==> src/rtl/if_fetch_ctrl.sv <==
// rtl/if_fetch_ctrl.sv - fetch-stage PC sequencer with stall, redirect, flush and halt drain
module if_fetch_ctrl #(
    parameter logic [31:0] RESET_PC     = 32'h0000_0000,
    parameter logic [31:0] HALT_WORD    = 32'hFFFF_FFFF,
    parameter int unsigned DRAIN_CYCLES = 7
) (
    input  logic        CLOCK,
    input  logic        RESET_N,
    input  logic        Stall,
    input  logic        Redirect_valid,
    input  logic [1:0]  Redirect_kind,
    input  logic [31:0] Branch_target,
    input  logic [31:0] Jump_target,
    input  logic [31:0] Jr_target,
    input  logic [31:0] Inst_in,
    output logic [31:0] PC_out,
    output logic [31:0] Inst_out,
    output logic        Inst_valid,
    output logic        Flush,
    output logic        fin_sign,
    output logic [15:0] Redirect_cnt
);

    typedef enum logic [1:0] {
        RUN   = 2'd0,
        DRAIN = 2'd1,
        DONE  = 2'd2
    } state_t;

    localparam logic [7:0] DRAIN_LAST = 8'(DRAIN_CYCLES - 1);

    state_t      state, state_nx;
    logic [7:0]  drain_cnt, drain_cnt_nx;
    logic [31:0] pc_nx;
    logic [15:0] redirect_cnt_nx;
    logic        fin_nx;
    logic        redirect_acc;
    logic [31:0] redirect_target;

    assign redirect_acc = Redirect_valid && (Redirect_kind != 2'b00);

    always_comb begin
        redirect_target = Branch_target;
        case (Redirect_kind)
            2'b10:   redirect_target = Jump_target;
            2'b11:   redirect_target = Jr_target;
            default: redirect_target = Branch_target;
        endcase
    end

    always_ff @(posedge CLOCK or negedge RESET_N) begin
        if (!RESET_N) begin
            state        <= RUN;
            PC_out       <= RESET_PC;
            drain_cnt    <= 8'd0;
            Redirect_cnt <= 16'd0;
            fin_sign     <= 1'b0;
        end else begin
            state        <= state_nx;
            PC_out       <= pc_nx;
            drain_cnt    <= drain_cnt_nx;
            Redirect_cnt <= redirect_cnt_nx;
            fin_sign     <= fin_nx;
        end
    end

    always_comb begin
        state_nx        = state;
        pc_nx           = PC_out;
        drain_cnt_nx    = drain_cnt;
        redirect_cnt_nx = Redirect_cnt;
        fin_nx          = fin_sign;
        Flush           = 1'b0;
        Inst_valid      = 1'b0;
        case (state)
            RUN: begin
                // Redirect outranks a fetched halt word: that word is on the wrong path.
                if (!Stall) begin
                    if (redirect_acc) begin
                        pc_nx = {redirect_target[31:2], 2'b00};
                        Flush = 1'b1;
                        if (Redirect_cnt != 16'hFFFF) begin
                            redirect_cnt_nx = Redirect_cnt + 16'd1;
                        end
                    end else if (Inst_in == HALT_WORD) begin
                        state_nx     = DRAIN;
                        drain_cnt_nx = 8'd0;
                    end else begin
                        Inst_valid = 1'b1;
                        pc_nx      = PC_out + 32'd4;
                    end
                end
            end
            DRAIN: begin
                if (drain_cnt == DRAIN_LAST) begin
                    state_nx = DONE;
                    fin_nx   = 1'b1;
                end else begin
                    drain_cnt_nx = drain_cnt + 8'd1;
                end
            end
            DONE: begin
                fin_nx = 1'b1;
            end
            default: begin
                state_nx = RUN;
            end
        endcase
    end

    assign Inst_out = Inst_valid ? Inst_in : 32'd0;

endmodule

==> config.mk <==
export PLATFORM = sky130hd
export DESIGN_NAME = if_fetch_ctrl
export DESIGN_NICKNAME = d
export VERILOG_FILES = /design/src/rtl/if_fetch_ctrl.sv
export SDC_FILE = /design/constraint.sdc
export NUM_CORES = 1
export LEC_CHECK = 0
export CAP_MARGIN = 20
export CORE_UTILIZATION = 30
export CTS_BUF_LIST = sky130_fd_sc_hd__clkbuf_4 sky130_fd_sc_hd__clkbuf_8 sky130_fd_sc_hd__clkbuf_16
export DETAILED_ROUTE_END_ITERATION = 8
export MAX_ROUTING_LAYER = met4
export PLACE_DENSITY = 0.64
export SLEW_MARGIN = 10
export SYNTH_ARGS = -nofsm -noshare
export SYNTH_HDL_FRONTEND = slang
export SYNTH_SLANG_ARGS = --single-unit
export TNS_END_PERCENT = 100
==> constraint.sdc <==
create_clock -name CLOCK -period 4.8 [get_ports CLOCK]
set_input_delay 0.96 -clock CLOCK [delete_from_list [all_inputs] [get_ports CLOCK]]
set_output_delay 0.96 -clock CLOCK [all_outputs]
set_load 0.02 [all_outputs]
==> run summary <==
final setup fails - 0
P_sw - 674 uW
largest family of logic cells by synthesized area - simple AND/OR/NAND/NOR gates
Critical Path Start Type - primary input
WL final - 15.7 mm
Slew Limit Fails - 0
Fin Clk Skew - 0.00509 ns
Rows - 43
Mapped Area - 4270 um^2
Post-CTS Resized - 0
Inserted Diodes - 0
total global-route track usage - 21.3%
post-synth top area cell - dfrtp_1
Leak Pwr - 0.00269 uW
# IOs - 217
CTS sink count - 57
Hold Crit Depth - 1
hold_sp - fin_sign
pwr dens - 290 nW/um^2
Synth Area in Simple Gates - 27.3%
Reg2Reg Launch Point - PC_out[2]
worst vdd ir - 0.261 mV
largest net degree at the start of global routing - 39
xor and xnor fraction of the mapped netlist area - 3.07%
CP Capture Type - primary output
sw frac - 34.1%
synth top area cells - dfrtp_1, and3_1, mux2i_1
CTS tree - done
DR iter-0 viols - 296
Seq cells post-synth - 57
crit path DAT - 3.31 ns
internal power - 1300 uW
Max Freq - 234 MHz
Slew @ Worst Pin - 1.02 ns
Yosys cell types - 67
post-route setup TNS - 0 ns
Synth Area in Compound Gates - 23.3%
max_slew headroom - 31.8%
combinational power share - 33.9%
1st-pass router iterations - 5
EDFF count, synth - 0
RSZ-0062 raised after global routing - false
drt via density - 5.52
outcome - completed
post-synthesis adder-cell area fraction - 1.17%
CP max FO - 33
WHS - 0.475 ns
clock power share - 32.6%
vias in the first global route - 4582
core area - 13900 um^2
Post-DRT Antenna Nets - 0
total CTS buffers - 9
Worst R2R End - PC_out[30]
post-cts hold buffer count - 0
FF/Latch Area - 1430 um^2
wire per inst - 17.9 um
Reg power frac - 33.5%
Multi-input gate area - 2680 um^2
Period minus WS final - 4.27 ns
clock buffer depth - 2
non-filler cells in the finished layout - 873
Top FF cell, synth - dfrtp_1
Initial Util - 30.8%
# DRC - 0
final period utilization - 88.9%
first-pass GRT wire length - 24.1 mm
Syn Inst Count - 490
DIE AREA - 14700 um^2
die width - 121 um
synth cell count leaders - dfrtp_1, and3_1, nand2_1, a21oi_1, nor2_1
clk root buf - clkbuf_16
register area share after synthesis - 33.4%
hold path endpoint - fin_sign
Die H - 121 um
CTS clock-pin slew for the worst setup and hold paths - 0.05 ns
Synth-to-Final Area Change - 59.7%
CTS H-tree depth - 3
Setup Buffers After CTS - 0
I/O Buffers - 208
synth warn - 0
CP required - 3.84 ns
DR vias - 4817
dpl hpwl - 11.9 mm
Max Cap Violations - 0
post-synthesis async set-or-reset flop share - 100%
R2R Setup Slk - 2.27 ns
dpl cells - 857
fraction of layout cells with a size suffix above 1 - 8.51%
GR Overflow Total - 0
proportion of synthesized area in mux cells - 7.53%
CP startpoint - Inst_in[24]
syn_area_per_cell - 8.72 um^2
CP Class - primary input to primary output
Hold Crit Class - flip-flop to flip-flop
Synth top area share - 33.4%
Fin. Hold Viols - 0
r2r worst-path depth - 6
RePlAce Congestion - 0.885
Skew-Pair Late Insertion Delay - 0.33 ns
most instantiated library cell after synthesis - dfrtp_1
NumNets Final - 826
antenna violations before repair - 0
Core Util, Final - 49.2%
fill count - 1304
[through the flow]
| step | instance area [um^2] | worst slack [ns] | total power, uW |
|---|---|---|---|
| 6_report | 6820 | 0.533 | 1980 |
| 5_1_grt | 6820 | 0.318 | 2070 |
| 4_1_cts | 6820 | 0.513 | 1990 |
| 3_5_place_dp | 6520 | 0.522 | 1340 |
| 3_3_place_gp | 6520 | 0.543 | 1330 |
| 2_1_floorplan | 4280 | 1.60 | 971 |
[routing by layer]
layer / vias up / global-route usage [%] / wire, um
met5: - / - / 0
met4: 0 / 6.33 / 316
met3: 33 / 4.46 / 1160
met2: 175 / 35.1 / 7690
met1: 2304 / 26.2 / 6490
li1: 2305 / - / -
[flip-flops by register name, summed over array words and instances, names as in the netlist]
| signal | cells |
|---|---|
| Redirect_cnt | 16 |
| drain_cnt | 8 |
| state | 2 |
| fin_sign | 1 |
| PC_out | 30 |
[final cells by class]
| class | instances | share of cell area [%] |
|---|---|---|
| clock inverter | 6 | 0.990 |
| inverter | 9 | 0.495 |
| sequential | 57 | 20.9 |
| tap | 180 | 3.30 |
| clock buffer | 10 | 3.41 |
| multi-input combinational | 392 | 39.3 |
| timing repair buffer | 219 | 31.6 |
[cell families (layout without fill, tap and decap cells)]
group | count (synthesis) | in the layout
buffers and inverters | 42 | 244
other | 1 | 2
XOR/XNOR | 15 | 15
AO/OA/AOI/OAI | 141 | 141
flip-flops | 57 | 57
adder cells (fa/ha/maj) | 4 | 4
AND/OR/NAND/NOR | 199 | 199
multiplexers | 31 | 31
[power groups by stage]
stage	registers [uW]	logic (uW)	clock network [uW]
6_report	662	670	644
3_5_place_dp	667	672	0
4_1_cts	661	674	655
5_1_grt	678	715	672
3_3_place_gp	663	664	0
2_1_floorplan	727	244	0
[worst max path at each step]
stage | cells past startpoint | slack (ns) | endpoint
4_1_cts | 7 | 0.51 | Inst_out[24]
2_1_floorplan | 5 | 1.60 | Inst_out[0]
3_3_place_gp | 7 | 0.54 | Inst_out[0]
3_5_place_dp | 7 | 0.52 | Inst_out[24]
5_1_grt | 7 | 0.32 | Inst_out[0]
6_report | 7 | 0.53 | Inst_out[4]
[worst max-delay path, stage by stage]
cell and delay [ns]:
clkdlybuf4s50_1 0.50, nand4_1 0.13, nor4_1 0.59, a21oi_2 0.12, buf_4 0.25, and3_1 0.21
clkdlybuf4s50_1 0.54
[layout by cell type (no fill, tap or decap), types with 9 or more instances in the layout]
master             n
nand3_1           22
nand4_1           24
a21oi_1           28
nand2_1           37
mux2_2             9
mux2i_1           22
dfrtp_1           57
xnor2_1           11
o22ai_1           14
clkdlybuf4s50_1  206
buf_4             11
nor2_1            28
o21ai_0           20
clkbuf_16          9
and3_1            40
(Power assumes the default switching activity.)
